[config.mk]
export PLATFORM = sky130hd
export DESIGN_NAME = fetch_buffer
export DESIGN_NICKNAME = d
export VERILOG_FILES = /design/src/rtl/fetch_buffer.sv
export SDC_FILE = /design/constraint.sdc
export NUM_CORES = 1
export LEC_CHECK = 0
export CELL_PAD_IN_SITES_DETAIL_PLACEMENT = 1
export CELL_PAD_IN_SITES_GLOBAL_PLACEMENT = 2
export CORE_AREA = 2 2 311 236
export DETAILED_ROUTE_END_ITERATION = 8
export DIE_AREA = 0 0 313 238
export PLACE_DENSITY = 0.92
export REMOVE_ABC_BUFFERS = 1
export SKIP_CTS_REPAIR_TIMING = 1
export SLEW_MARGIN = 20
export SYNTH_ARGS = -nofsm -noshare
export SYNTH_HDL_FRONTEND = slang
export SYNTH_SLANG_ARGS = --single-unit
[constraint.sdc]
create_clock -name clk -period 16 [get_ports clk]
set_clock_uncertainty 0.05 [all_clocks]
set_input_delay 3.2 -clock clk [delete_from_list [all_inputs] [get_ports clk]]
set_output_delay 3.2 -clock clk [all_outputs]
set_load 0.005 [all_outputs]
[src/rtl/fetch_buffer.sv]
// Fetch stage: owns the fetch PC, issues one outstanding word request at a
// time to a variable-latency instruction memory, and queues {pc, instr}
// pairs in a small first-word-fall-through FIFO for the decode stage.
// A redirect reloads the PC, flushes the queue and abandons any in-flight
// request (its late ack is drained and discarded).
module fetch_buffer #(
    parameter int unsigned DEPTH    = 4,
    parameter logic [63:0] RESET_PC = 64'h0
) (
    input  logic        clk,
    input  logic        reset,
    input  logic        redirect_valid,
    input  logic [63:0] redirect_pc,
    output logic        imem_req,
    output logic [63:0] imem_addr,
    input  logic        imem_ack,
    input  logic [31:0] imem_rdata,
    output logic        out_valid,
    output logic [31:0] out_instr,
    output logic [63:0] out_pc,
    input  logic        out_ready
);

    localparam int unsigned PTR_W = (DEPTH > 1) ? $clog2(DEPTH) : 1;
    localparam int unsigned CNT_W = $clog2(DEPTH + 1);

    typedef enum logic [1:0] {
        IDLE  = 2'd0,
        REQ   = 2'd1,
        DRAIN = 2'd2
    } state_e;

    typedef struct packed {
        logic [63:0] pc;
        logic [31:0] instr;
    } entry_t;

    // Fetch control state
    state_e      state_q;
    logic        imem_req_q;
    logic [63:0] imem_addr_q;
    logic [63:0] fetch_pc_q;

    // Queue state
    entry_t           mem_q [DEPTH];
    logic [PTR_W-1:0] head_q, head_d;
    logic [PTR_W-1:0] tail_q, tail_d;
    logic [CNT_W-1:0] count_q, count_d;
    logic [CNT_W-1:0] count_after_pop;
    entry_t           out_q;

    logic        push;
    logic        pop;
    logic        credit_free;
    logic [63:0] redirect_target;
    logic [63:0] pc_plus4;
    entry_t      push_entry;

    // Handshake decode, occupancy arithmetic and credit test for this edge.
    // NOTE: every signal here is assigned on every pass, so no latch can be inferred.
    always_comb begin
        pop             = out_valid & out_ready & ~redirect_valid;
        push            = (state_q == REQ) & imem_ack & ~redirect_valid;
        count_after_pop = count_q - CNT_W'(pop);
        count_d         = count_after_pop + CNT_W'(push);
        head_d          = head_q + PTR_W'(pop);
        tail_d          = tail_q + PTR_W'(push);
        // Credit counts the same-cycle pop, so a request is only ever issued
        // when its data is guaranteed a free slot.
        credit_free     = (count_d < CNT_W'(DEPTH));
        redirect_target = redirect_pc & ~64'h3;
        pc_plus4        = fetch_pc_q + 64'd4;
        push_entry      = '{pc: fetch_pc_q, instr: imem_rdata};
    end

    // Request FSM: fetch PC, request valid and held request address.
    // NOTE: state registers use non-blocking assignments so every flop samples pre-edge values.
    always_ff @(posedge clk or negedge reset) begin
        if (!reset) begin
            state_q     <= IDLE;
            imem_req_q  <= 1'b0;
            imem_addr_q <= RESET_PC;
            fetch_pc_q  <= RESET_PC;
        end else if (redirect_valid) begin
            fetch_pc_q <= redirect_target;
            if ((state_q == REQ || state_q == DRAIN) && !imem_ack) begin
                // Request still in flight: keep it asserted with the stale
                // address until the memory acks, then throw the data away.
                state_q    <= DRAIN;
                imem_req_q <= 1'b1;
            end else begin
                state_q    <= IDLE;
                imem_req_q <= 1'b0;
            end
        end else begin
            case (state_q)
                IDLE: begin
                    if (credit_free) begin
                        state_q     <= REQ;
                        imem_req_q  <= 1'b1;
                        imem_addr_q <= fetch_pc_q;
                    end
                end
                REQ: begin
                    if (imem_ack) begin
                        fetch_pc_q <= pc_plus4;
                        if (credit_free) begin
                            imem_addr_q <= pc_plus4;
                        end else begin
                            state_q    <= IDLE;
                            imem_req_q <= 1'b0;
                        end
                    end
                end
                DRAIN: begin
                    if (imem_ack) begin
                        state_q    <= IDLE;
                        imem_req_q <= 1'b0;
                    end
                end
                default: begin
                    state_q    <= IDLE;
                    imem_req_q <= 1'b0;
                end
            endcase
        end
    end

    // Queue pointers, occupancy and the registered head presented downstream.
    always_ff @(posedge clk or negedge reset) begin
        if (!reset) begin
            head_q  <= '0;
            tail_q  <= '0;
            count_q <= '0;
            out_q   <= '0;
        end else if (redirect_valid) begin
            // Flush; the visible head keeps its last value while empty.
            head_q  <= '0;
            tail_q  <= '0;
            count_q <= '0;
        end else begin
            head_q  <= head_d;
            tail_q  <= tail_d;
            count_q <= count_d;
            if (count_d != '0) begin
                // If nothing older survives this edge, the new head is the
                // word being pushed right now rather than a stored entry.
                out_q <= (count_after_pop == '0) ? push_entry : mem_q[head_d];
            end
        end
    end

    // Queue storage write port.
    // NOTE: the storage array is not reset; a slot is only read after it has been written.
    always_ff @(posedge clk) begin
        if (push) begin
            mem_q[tail_q] <= push_entry;
        end
    end

    assign imem_req  = imem_req_q;
    assign imem_addr = imem_addr_q;
    assign out_valid = (count_q != '0);
    assign out_instr = out_q.instr;
    assign out_pc    = out_q.pc;

endmodule

### Yosys cells after proc, flatten, opt, wreduce, memory -nomap -nowiden

Memories as Yosys holds them, arrays and structs flattened.
Index checks and enable logic that the tools add are counted.
W data, S select, Z words.

| cells by class | value |
|---|---|
| $add $sub $neg | 5 |
| magnitude comparators | 1 |
| eq/ne operators | 9 |
| muxes and demuxes | 27 |
| bitwise logic cells | 5 |
| reduce and logical (&&, ||, !) cells | 14 |

Operators by type and width:

| cell | count |
|---|---|
| $mux W64 | 6 |
| $pmux W64 S2 | 1 |
| $mux W96 | 1 |
| $add A64 B3 Y64 const B | 1 |
| $mux W2 | 8 |
| $ne A3 B3 Y1 const B | 4 |
| $mux W1 | 8 |
| $ne A2 B2 Y1 const B | 3 |
| $pmux W2 S3 | 1 |
| $reduce_bool A2 Y1 | 3 |
| $reduce_bool A3 Y1 | 2 |
| $reduce_and A5 Y1 | 1 |
| $add A2 B1 Y2 | 2 |
| $and A1 B1 Y1 | 4 |
| $reduce_and A2 Y1 | 2 |
| $reduce_and A4 Y1 | 1 |
| $add A3 B1 Y3 | 1 |
| $logic_not A3 Y1 | 1 |
| $lt A3 B3 Y1 const B | 1 |
| $mux W3 | 1 |
| $pmux W1 S3 | 1 |
| $sub A3 B1 Y3 | 1 |
| $eq A2 B1 Y1 const B | 1 |
| $eq A2 B2 Y1 const B | 1 |
| 5 further kinds | 5 |

| storage, ports and cells | value |
|---|---|
| register bits | 234 |
| RAM bits | 384 |
| output and inout bits | 162 |
| word-level logic and storage cells | 71 |
| memories | 1 |

Memory list:

| name | depth | bits a word | rd ports | clocked after memory_dff | write ports | RTL line | RTL |
|---|---|---|---|---|---|---|---|
| mem_q | 4 | 96 | 1 | 0 | 1 | 45 | `entry_t mem_q [DEPTH];` |

### Longest topological paths before layout

Gate-level depths: netlist of run 1.

| depth | value |
|---|---|
| depth in word-level cells | 10 |
| depth in mapped cells | 16 |
| depth with buffers taken out | 12 |

### Worst setup path before layout of run 1

OpenSTA, ideal clock, no wires.

| timing | value |
|---|---|
| kind | input port to flip-flop |
| from | in redirect_valid |
| to | mem mem_q[0][0] (netlist bit) (enable) |
| arrival | 12750 ps |
| data required time | 15173 ps |
| path slack | 2423 ps |
| stages | 4 |
| buffers on the path | 3 |
| path through | clkbuf_1 -> clkbuf_1 -> clkbuf_1 -> nor4_1 |

| on the way | value |
|---|---|
| cells in the longest elaborated chain, start to end | 4 |

Ends and longest elaborated chain:

| what | RTL line | RTL |
|---|---|---|
| from (decl) | 12 | `input logic redirect_valid,` |
| $not A1 Y1 (no line) | - |  |
| $and A1 B1 Y1 | 63 | `push = (state_q == REQ) & imem_ack & ~redirect_valid;` |
| $mux W1 | 156 | `if (push) begin` |
| $mux W1 (not written as such) | 157 | `mem_q[tail_q] <= push_entry;` |
| to (decl) | 45 |  |

Every way passes these cells.

### Worst setup path after layout of run 1

| timing | value |
|---|---|
| from | in out_ready |
| to | reg out_q, in the netlist out_pc[62] |

| on the way | value |
|---|---|
| cells in the longest elaborated chain, start to end | 6 |
| elaborated cells between the ends (all ways) | 10 |
| those cells by class | add/sub (3); mux (1); bitwise (2); reduce/logical (3); memory (1) |

Ends and longest elaborated chain:

| what | RTL line | RTL |
|---|---|---|
| from (decl) | 21 | `input logic out_ready` |
| $and A1 B1 Y1 * (2 in series) | 62 | `pop = out_valid & out_ready & ~redirect_valid;` |
| $sub A3 B1 Y3 | 64 | `count_after_pop = count_q - CNT_W'(pop);` |
| $add A3 B1 Y3 | 65 | `count_d = count_after_pop + CNT_W'(push);` |
| $reduce_bool A3 Y1 | 145 | `if (count_d != '0) begin` |
| $reduce_and A2 Y1 (no line) | - |  |
| to (signal assigned) | 148 | `out_q <= (count_after_pop == '0) ? push_entry : mem_q[head_d];` |
| to (decl) | 50 | `entry_t out_q;` |

Every way passes the cells marked *; elsewhere a longest branch is shown, timed or not.
A chain may end at the register's enable or synchronous reset.

==> results.txt, run 1 <==
----------------------------------------------------
[Status]
  Outcome ... complete, no violations

[Synth]
  Top cells by area, synth ... sky130_fd_sc_hd__edfxtp_1, sky130_fd_sc_hd__dfrtp_1, sky130_fd_sc_hd__nor3_1
  Synthesized flop and latch total ... 604
  Number of synthesized flops with an enable pin ... 376
  Library cell occupying the most area in the post-synthesis netlist ... sky130_fd_sc_hd__edfxtp_1
  Count of unique library cells instantiated by Yosys ... 59
  Post-synth design cell area ... between 0.02 and 0.03 sq mm
  Library cell with the highest instance count after synthesis ... sky130_fd_sc_hd__edfxtp_1
  Share of the synthesized area in the top cell type ... between 30% and 40%
  Top cells by instance count after synthesis ... sky130_fd_sc_hd__edfxtp_1, sky130_fd_sc_hd__nand2_1, sky130_fd_sc_hd__nor2_1
  Syn Inst Count ... about 2700
  Sequential fraction of the synthesis area ... 57.1%
  Number of warnings issued by yosys ... 0
  Share of async-settable or async-resettable flops after synthesis ... 37.7%
  Main flop type after synthesis ... sky130_fd_sc_hd__edfxtp_1
  Average footprint of a synthesized cell ... around 11 sq um

[Layout]
  Util after Layout ... between 40 and 50%
  Layout cells sized above 1 ... 12.3%
  Final layout net count ... between 2000 and 3000
  Area added between synthesis and finish ... 17.6%
  # fillers ... around 7500
  Cell area after layout ... 0.0350 sq mm

[Pwr]
  Share of power burned in registers ... 41.0%
  Sw Share ... 33.6%
  Leakage power ... around 12 nW
  Worst vdd rail ir drop ... 0.135 mV
  Share of total power in combinational logic ... between 20% and 30%
  Clock power share ... between 20% and 30%
  Cell internal power dissipation ... 3.44 mW
  Switch Pwr ... 1.74 mW
  Pwr dens ... 148 mW/mm^2
  Total power draw ... 5.17 mW

[Setup path]
  Worst-case register-to-register setup slack ... 11.06 ns
  Critical Path Source Type ... input pin
  Worst setup EP type ... register
  Data arrival time of the worst path ... 8.04 ns
  Delay of the slowest critical-path stage ... 0.79 ns
  Critical path, cell by cell ... clkdlybuf4s50_1, nor2b_1, nand2_4, nor2_1, ha_1, xnor2_1, xor2_1, a21oi_4, buf_4, buf_4, o21ai_0, o22a_1
  Critical path fanouts, max ... 67
  Startpoint-to-endpoint class of the critical path ... in2reg
  End of the worst register-to-register path ... out_pc[62]
  Cell with the largest stage delay on the worst path ... sky130_fd_sc_hd__buf_4
  Critical Path Source ... out_ready
  Reg-to-reg startpoint ... count_q[0]
  Logic depth of the worst register-to-register path ... 12
  Critical Path Most Common Cell ... sky130_fd_sc_hd__buf_4
  Critical path data required time ... 16.45 ns

[Timing]
  Post-layout min period ... between 7 and 8 ns
  RSZ-0062 raised after global routing ... no
  Max-slew violation count ... 0
  Post-route clock period utilization ... between 40 and 50%
  Max-slew headroom ... about 23%
  Number of failing hold endpoints at the final stage ... 0
  Actual transition at the worst max-transition pin ... 1.16 ns
  Peak clock frequency supported by timing ... 132 MHz
  Final number of setup-violating endpoints ... 0

[Placement]
  DPL Wire Length ... 62.0 mm
  Cell area after placement ... between 0.03 and 0.04 sq mm
  Count of buffers inserted at the top-level ports ... 256
  Final weighted congestion of routability-driven global placement ... roughly 0.83

[Worst hold path]
  Worst Hold End ... imem_addr[37]
  Hold Path Origin ... imem_addr[37]
  Class of the most critical hold timing path ... reg2reg
  Min-Delay Path Depth ... 2

[Clocking]
  Insertion delay to the later sink of the worst-skew pair ... 0.61 ns
  Clock tree from TritonCTS ... built
  Clock buffer count from CTS ... 67
  Maximum number of buffers from clock root to sink ... 3
  Worst-path clk slew ... 0.06 ns
  Clock sink count ... ~600
  H-Tree Level Count ... 3
  Cell chosen for the clock root ... sky130_fd_sc_hd__clkbuf_16

[Die]
  Vertical die dimension ... 238 um
  Area of the die ... 0.0745 sq mm
  Overall die width ... between 300 and 400 um
  Core Rows ... 85
  Num ports ... between 200 and 300
  Area of the core ... 0.0714 sq mm
  Initial cell density of the core ... 41.7%

[Drt]
  Via density ... around 6.3
  Count of unresolved DRC violations after routing ... 0
  Detailed-route via count ... 24400
  Per-cell routed wire length ... around 27 um
  Count of routing violations after the opening detailed-route iteration ... 2494
  Iteration count of the initial detailed-routing pass ... 5
  Remaining antenna violation count after routing ... 0
  Final wirelength ... about 100 mm

[Global routing]
  Residual overflow from global routing ... 0
  Initial antenna violation count ... 3
  Maximum number of pins on one net before global-route repair ... 190
  Global-route wire length before repair ... 157 mm
  Overall routing resource usage ... 27.6%
  Vias in the first global route ... 25900

[Flow run]
  Maxcap violations ... 0

----------------------------------------------------
logic make-up after synthesis:
family / Yosys count / synth area share (%)
and+or+nand+nor: 924 / 14.6
AOI/OAI and AO/OA: 617 / 15.9
DFF: 604 / 57.1
buffers and inverters: 383 / 5.18
muxes: 107 / 3.99
xor gates and xnor gates: 95 / 2.85
adders and majority gates: 8 / 0.336
other: 1 / 0.0126
power by group through the flow:
stage,Combinational (mW),Sequential [mW],Clock (mW)
after floorplan,0.715,2.12,0
after global placement,1.46,2.13,0
after detailed placement,1.51,2.15,0
after CTS,1.52,2.12,1.55
after global routing,1.64,2.15,1.60
final,1.53,2.12,1.53
flip-flops by register name, summed over array words and instances, names as in the netlist, 2 cells and up:
name / cells
out_pc: 62
mem_q: 376
head_q: 2
count_q: 3
fetch_pc_q: 62
state_q: 2
tail_q: 2
imem_addr: 62
out_instr: 32
cells in the final DEF (no fill, tap or decap), types with 4 or more instances in the layout:
cell                              count
sky130_fd_sc_hd__clkdlybuf4s50_1    254
sky130_fd_sc_hd__o221ai_1            93
sky130_fd_sc_hd__nor2b_1              8
sky130_fd_sc_hd__xnor2_1             76
sky130_fd_sc_hd__clkbuf_16           71
sky130_fd_sc_hd__a22oi_1             97
sky130_fd_sc_hd__mux2_2              93
sky130_fd_sc_hd__dfrtp_1            226
sky130_fd_sc_hd__nor4_1              42
sky130_fd_sc_hd__mux2i_1             14
sky130_fd_sc_hd__o221a_2             93
sky130_fd_sc_hd__a21o_1               4
sky130_fd_sc_hd__nand4_1             42
sky130_fd_sc_hd__conb_1               4
sky130_fd_sc_hd__buf_4               35
sky130_fd_sc_hd__a31oi_1            103
sky130_fd_sc_hd__nor2_1             242
sky130_fd_sc_hd__edfxtp_1           376
sky130_fd_sc_hd__or4_1                7
sky130_fd_sc_hd__and2_1              16
sky130_fd_sc_hd__a211oi_1            94
sky130_fd_sc_hd__xor2_1              18
sky130_fd_sc_hd__ha_1                 8
sky130_fd_sc_hd__nand3_1             32
sky130_fd_sc_hd__and3_1              11
sky130_fd_sc_hd__clkinv_2            10
sky130_fd_sc_hd__clkbuf_1            18
sky130_fd_sc_hd__nand2_1            247
sky130_fd_sc_hd__nor3_1             219
sky130_fd_sc_hd__or3_1                9
sky130_fd_sc_hd__clkinv_1             6
sky130_fd_sc_hd__o21ai_0            103
sky130_fd_sc_hd__and4_1              21
sky130_fd_sc_hd__clkbuf_8            11
sky130_fd_sc_hd__inv_1              105
sky130_fd_sc_hd__a221o_1              6
layer usage:
metal	share of wire (%)	GRT usage, %	vias up
met3	8.2	5.77	234
met4	3.1	9.66	0
li1	-	-	10500
met5	0	0	-
met2	47	44.6	1092
met1	42	36.9	12500
stage by stage:
step	setup WS (ns)	instances	setup TNS, ns	hold slack [ns]
detailed placement	7.85	3716	0	0.418
global route	8.12	3840	0	0.460
CTS	8.49	3838	0	0.434
finish	8.41	3840	0	0.430
global placement	7.97	3716	0	0.415
floorplan	-0.545	2466	-3.60	0.413
area by class of cell:
type | instances | area (sq um) | area share (%)
sequential | 604 | 17000 | 48.6
multi-input combinational | 1755 | 11400 | 32.5
timing repair buffer | 294 | 2890 | 8.26
clock buffer | 100 | 2000 | 5.70
tap | 957 | 1200 | 3.42
inverter | 107 | 404 | 1.15
clock inverter | 22 | 143 | 0.407
antenna | 1 | 2.50 | 0.00715
worst max path at each step:
stage	to	slack [ns]
2_1_floorplan	out_pc[62]	-0.55
3_3_place_gp	out_pc[62]	7.97
3_5_place_dp	out_pc[62]	7.85
4_1_cts	out_pc[62]	8.49
5_1_grt	out_pc[62]	8.12
6_report	out_pc[62]	8.41
worst max-delay path: cells and delay by family:
kind	cells	cell delay, ns
compound gates	3	0.60
xor+xnor	2	0.55
fa+ha+maj	1	0.25
buf+inv	3	1.94
simple gates	3	1.41
Note: power is estimated with default switching activity, not from simulation.
==> run 2: changes to the inputs <==
Settings changed: CORE_AREA 2 2 311 236 to 2 2 340 258, DIE_AREA 0 0 313 238 to 0 0 342 260, PLACE_DENSITY 0.92 to 0.82.
Clock period 16 ns to 6.8 ns, I/O delays scaled along.
==> run 2 against run 1 <==
- largest power group unchanged
- combinational power is 140% higher
- critical endpoint is now imem_addr[57]
- register-to-register slack got worse by 8.1 ns
- critical path type unchanged
- largest cell class unchanged
- wire length increased by 5.2%
- power up 140%
==> results.txt, run 2 (same netlist as run 1, synthesis figures left out) <==
----------------------------------------------------
[Drt]
  Iteration count of the initial detailed-routing pass ... 5 (unchanged)
  Final wirelength ... 110 mm (+5.2%)
  Detailed-route via count ... 24400 (+0.37%)
  Remaining antenna violation count after routing ... 0 (unchanged)
  Count of routing violations after the opening detailed-route iteration ... 2186 (-12%)
  Count of unresolved DRC violations after routing ... 0 (unchanged)
  Via density ... 6.06 (-4.5%)
  Per-cell routed wire length ... 27.4 um (+0.17%)

[Die]
  Initial cell density of the core ... 34.9% (-6.9 points)
  Vertical die dimension ... 260 um (+9.2%)
  Overall die width ... 342 um (+9.3%)
  Num ports ... 263 (unchanged)
  Core Rows ... 93 (+9.4%)
  Area of the die ... 0.0889 sq mm (+19%)
  Area of the core ... 0.0854 sq mm (+20%)

[Flow run]
  Maxcap violations ... 0 (unchanged)

[Layout]
  Register with the highest flop count ... mem_q
  Cell area after layout ... 0.0354 sq mm (+1.2%)
  Final layout net count ... 2944 (+0.20%)
  Number of flip-flops in the largest register ... 376 (unchanged)
  Layout cells sized above 1 ... 12.5% (+0.20 points)
  Commonest cells after routing, fill and taps aside ... sky130_fd_sc_hd__edfxtp_1, sky130_fd_sc_hd__clkdlybuf4s50_1, sky130_fd_sc_hd__nand2_1
  Most common cell after layout, fill and taps aside ... sky130_fd_sc_hd__edfxtp_1
  Area added between synthesis and finish ... 19.0%

[Worst hold path]
  Class of the most critical hold timing path ... reg2reg
  Min-Delay Path Depth ... 2 (unchanged)

[Pwr]
  Worst vdd rail ir drop ... 0.301 mV (+120%)
  Pwr dens ... 350 mW/mm^2 (+140%)
  Leakage power ... 12.3 nW (+0.75%)

[Global routing]
  Overall routing resource usage ... 24.5% (-3.1 points)
  Maximum number of pins on one net before global-route repair ... 201 (+5.8%)
  Initial antenna violation count ... 9 (+6)
  Vias in the first global route ... 26000 (+0.39%)
  Global-route wire length before repair ... 166 mm (+5.3%)
  Residual overflow from global routing ... 0 (unchanged)

[Setup path]
  End of the worst register-to-register path ... imem_addr[57]
  Reg-to-reg startpoint ... state_q[1]
  Critical path fanouts, max ... 87 (+30%)
  Data arrival time of the worst path ... 5.25 ns (-2.79 ns)
  Critical path data required time ... 7.29 ns (-9.16 ns)
  Worst-case register-to-register setup slack ... 2.93 ns (-8.13 ns)
  Worst setup EP type ... register
  Logic depth of the worst register-to-register path ... 12 (unchanged)
  Destination of the critical timing path ... imem_addr[57]
  Critical Path Source ... out_ready
  Critical Path Source Type ... input pin
  Startpoint-to-endpoint class of the critical path ... in2reg

[Clocking]
  Clock sink count ... 604 (unchanged)
  H-Tree Level Count ... 3 (unchanged)
  Cell chosen for the clock root ... sky130_fd_sc_hd__clkbuf_16
  Insertion delay to the later sink of the worst-skew pair ... 0.62 ns (about the same)
  Clock buffer count from CTS ... 68 (+1.5%)
  Maximum number of buffers from clock root to sink ... 3 (unchanged)
  Clock tree from TritonCTS ... built
  Worst-path clk slew ... 0.06 ns (about the same)

[Timing]
  Max-slew violation count ... 0 (unchanged)
  Number of failing hold endpoints at the final stage ... 0 (unchanged)
  Actual transition at the worst max-transition pin ... 1.35 ns (+0.191 ns)
  TNS Setup ... 0 ns (unchanged)
  RSZ-0062 raised after global routing ... no
  Max-slew headroom ... 10.1% (-13 points)
  Post-route clock period utilization ... 70.0%
  Peak clock frequency supported by timing ... approximately 210 MHz
  Post-layout min period ... 4.76 ns
  Final number of setup-violating endpoints ... 0 (unchanged)

[Status]
  Outcome ... complete, no violations

[Placement]
  Final weighted congestion of routability-driven global placement ... 0.812 (-2.5%)
  Count of buffers inserted at the top-level ports ... 256 (unchanged)
  Cell area after placement ... 0.0332 sq mm (+1.1%)
  DPL Wire Length ... 65.7 mm (+5.9%)

----------------------------------------------------
-- run 2: worst min path at each step --
stage	from	to	slack, ns
2_1_floorplan	imem_addr[13]	imem_addr[13]	0.41
3_3_place_gp	imem_addr[58]	imem_addr[58]	0.42
3_5_place_dp	imem_addr[58]	imem_addr[58]	0.42
4_1_cts	imem_addr[58]	imem_addr[58]	0.44
5_1_grt	imem_addr[62]	imem_addr[62]	0.46
6_report	imem_addr[25]	imem_addr[25]	0.43
-- run 2: routing by layer --
metal  vias up  global-route usage, %  wire (um)
li1      10500                      -          -
met1     12700                   33.4      47100
met2       991                   39.1      51600
met3       222                   4.95       8450
met4         8                   8.10       3130
met5         -                      0         70
-- run 2: report_power, final --
group	internal [mW]	leakage, nW	total, mW	switching [mW]
Combinational	1.55	5.17	3.65	2.10
Sequential	4.49	6.07	5.02	0.524
Clock	2.16	1.09	3.73	1.57
Total	8.21	12.3	12.4	4.19
-- run 2: worst max-delay path: stages --
cell                              delay (ns)
sky130_fd_sc_hd__clkdlybuf4s50_1        0.58
sky130_fd_sc_hd__nor2b_1                0.63
sky130_fd_sc_hd__nand2_4                0.13
sky130_fd_sc_hd__nor2_1                 0.14
sky130_fd_sc_hd__ha_1                   0.30
sky130_fd_sc_hd__inv_1                  0.08
sky130_fd_sc_hd__ha_1                   0.20
sky130_fd_sc_hd__xor3_1                 0.30
sky130_fd_sc_hd__or3_4                  0.75
sky130_fd_sc_hd__nor4_1                 0.43
sky130_fd_sc_hd__a221oi_1               0.14
sky130_fd_sc_hd__nand2_1                0.14
-- run 2: cell type report --
cell class              instances  area, sq um
inverters                     107          404
diodes                          3         7.51
clock buffers                  95         1910
flip-flops and latches        604        17000
fillers                      9215        50000
multi-input cells            1755        11400
clock inverters                31          312
repair buffers                299         3010
well taps                    1140         1430
-- run 2: metrics by stage --
stage | std cells | utilization (%) | worst slack, ns | hold WS [ns] | power, mW
2_1_floorplan | 2466 | - | -9.75 | 0.413 | 6.67
3_3_place_gp | 3905 | 38.9 | 1.58 | 0.415 | 8.60
3_5_place_dp | 3905 | 38.9 | 1.48 | 0.422 | 8.74
4_1_cts | 4031 | 41.5 | 2.07 | 0.436 | 12.5
5_1_grt | 4032 | 41.5 | 1.80 | 0.459 | 13.0
6_report | 4034 | 41.5 | 2.04 | 0.429 | 12.4
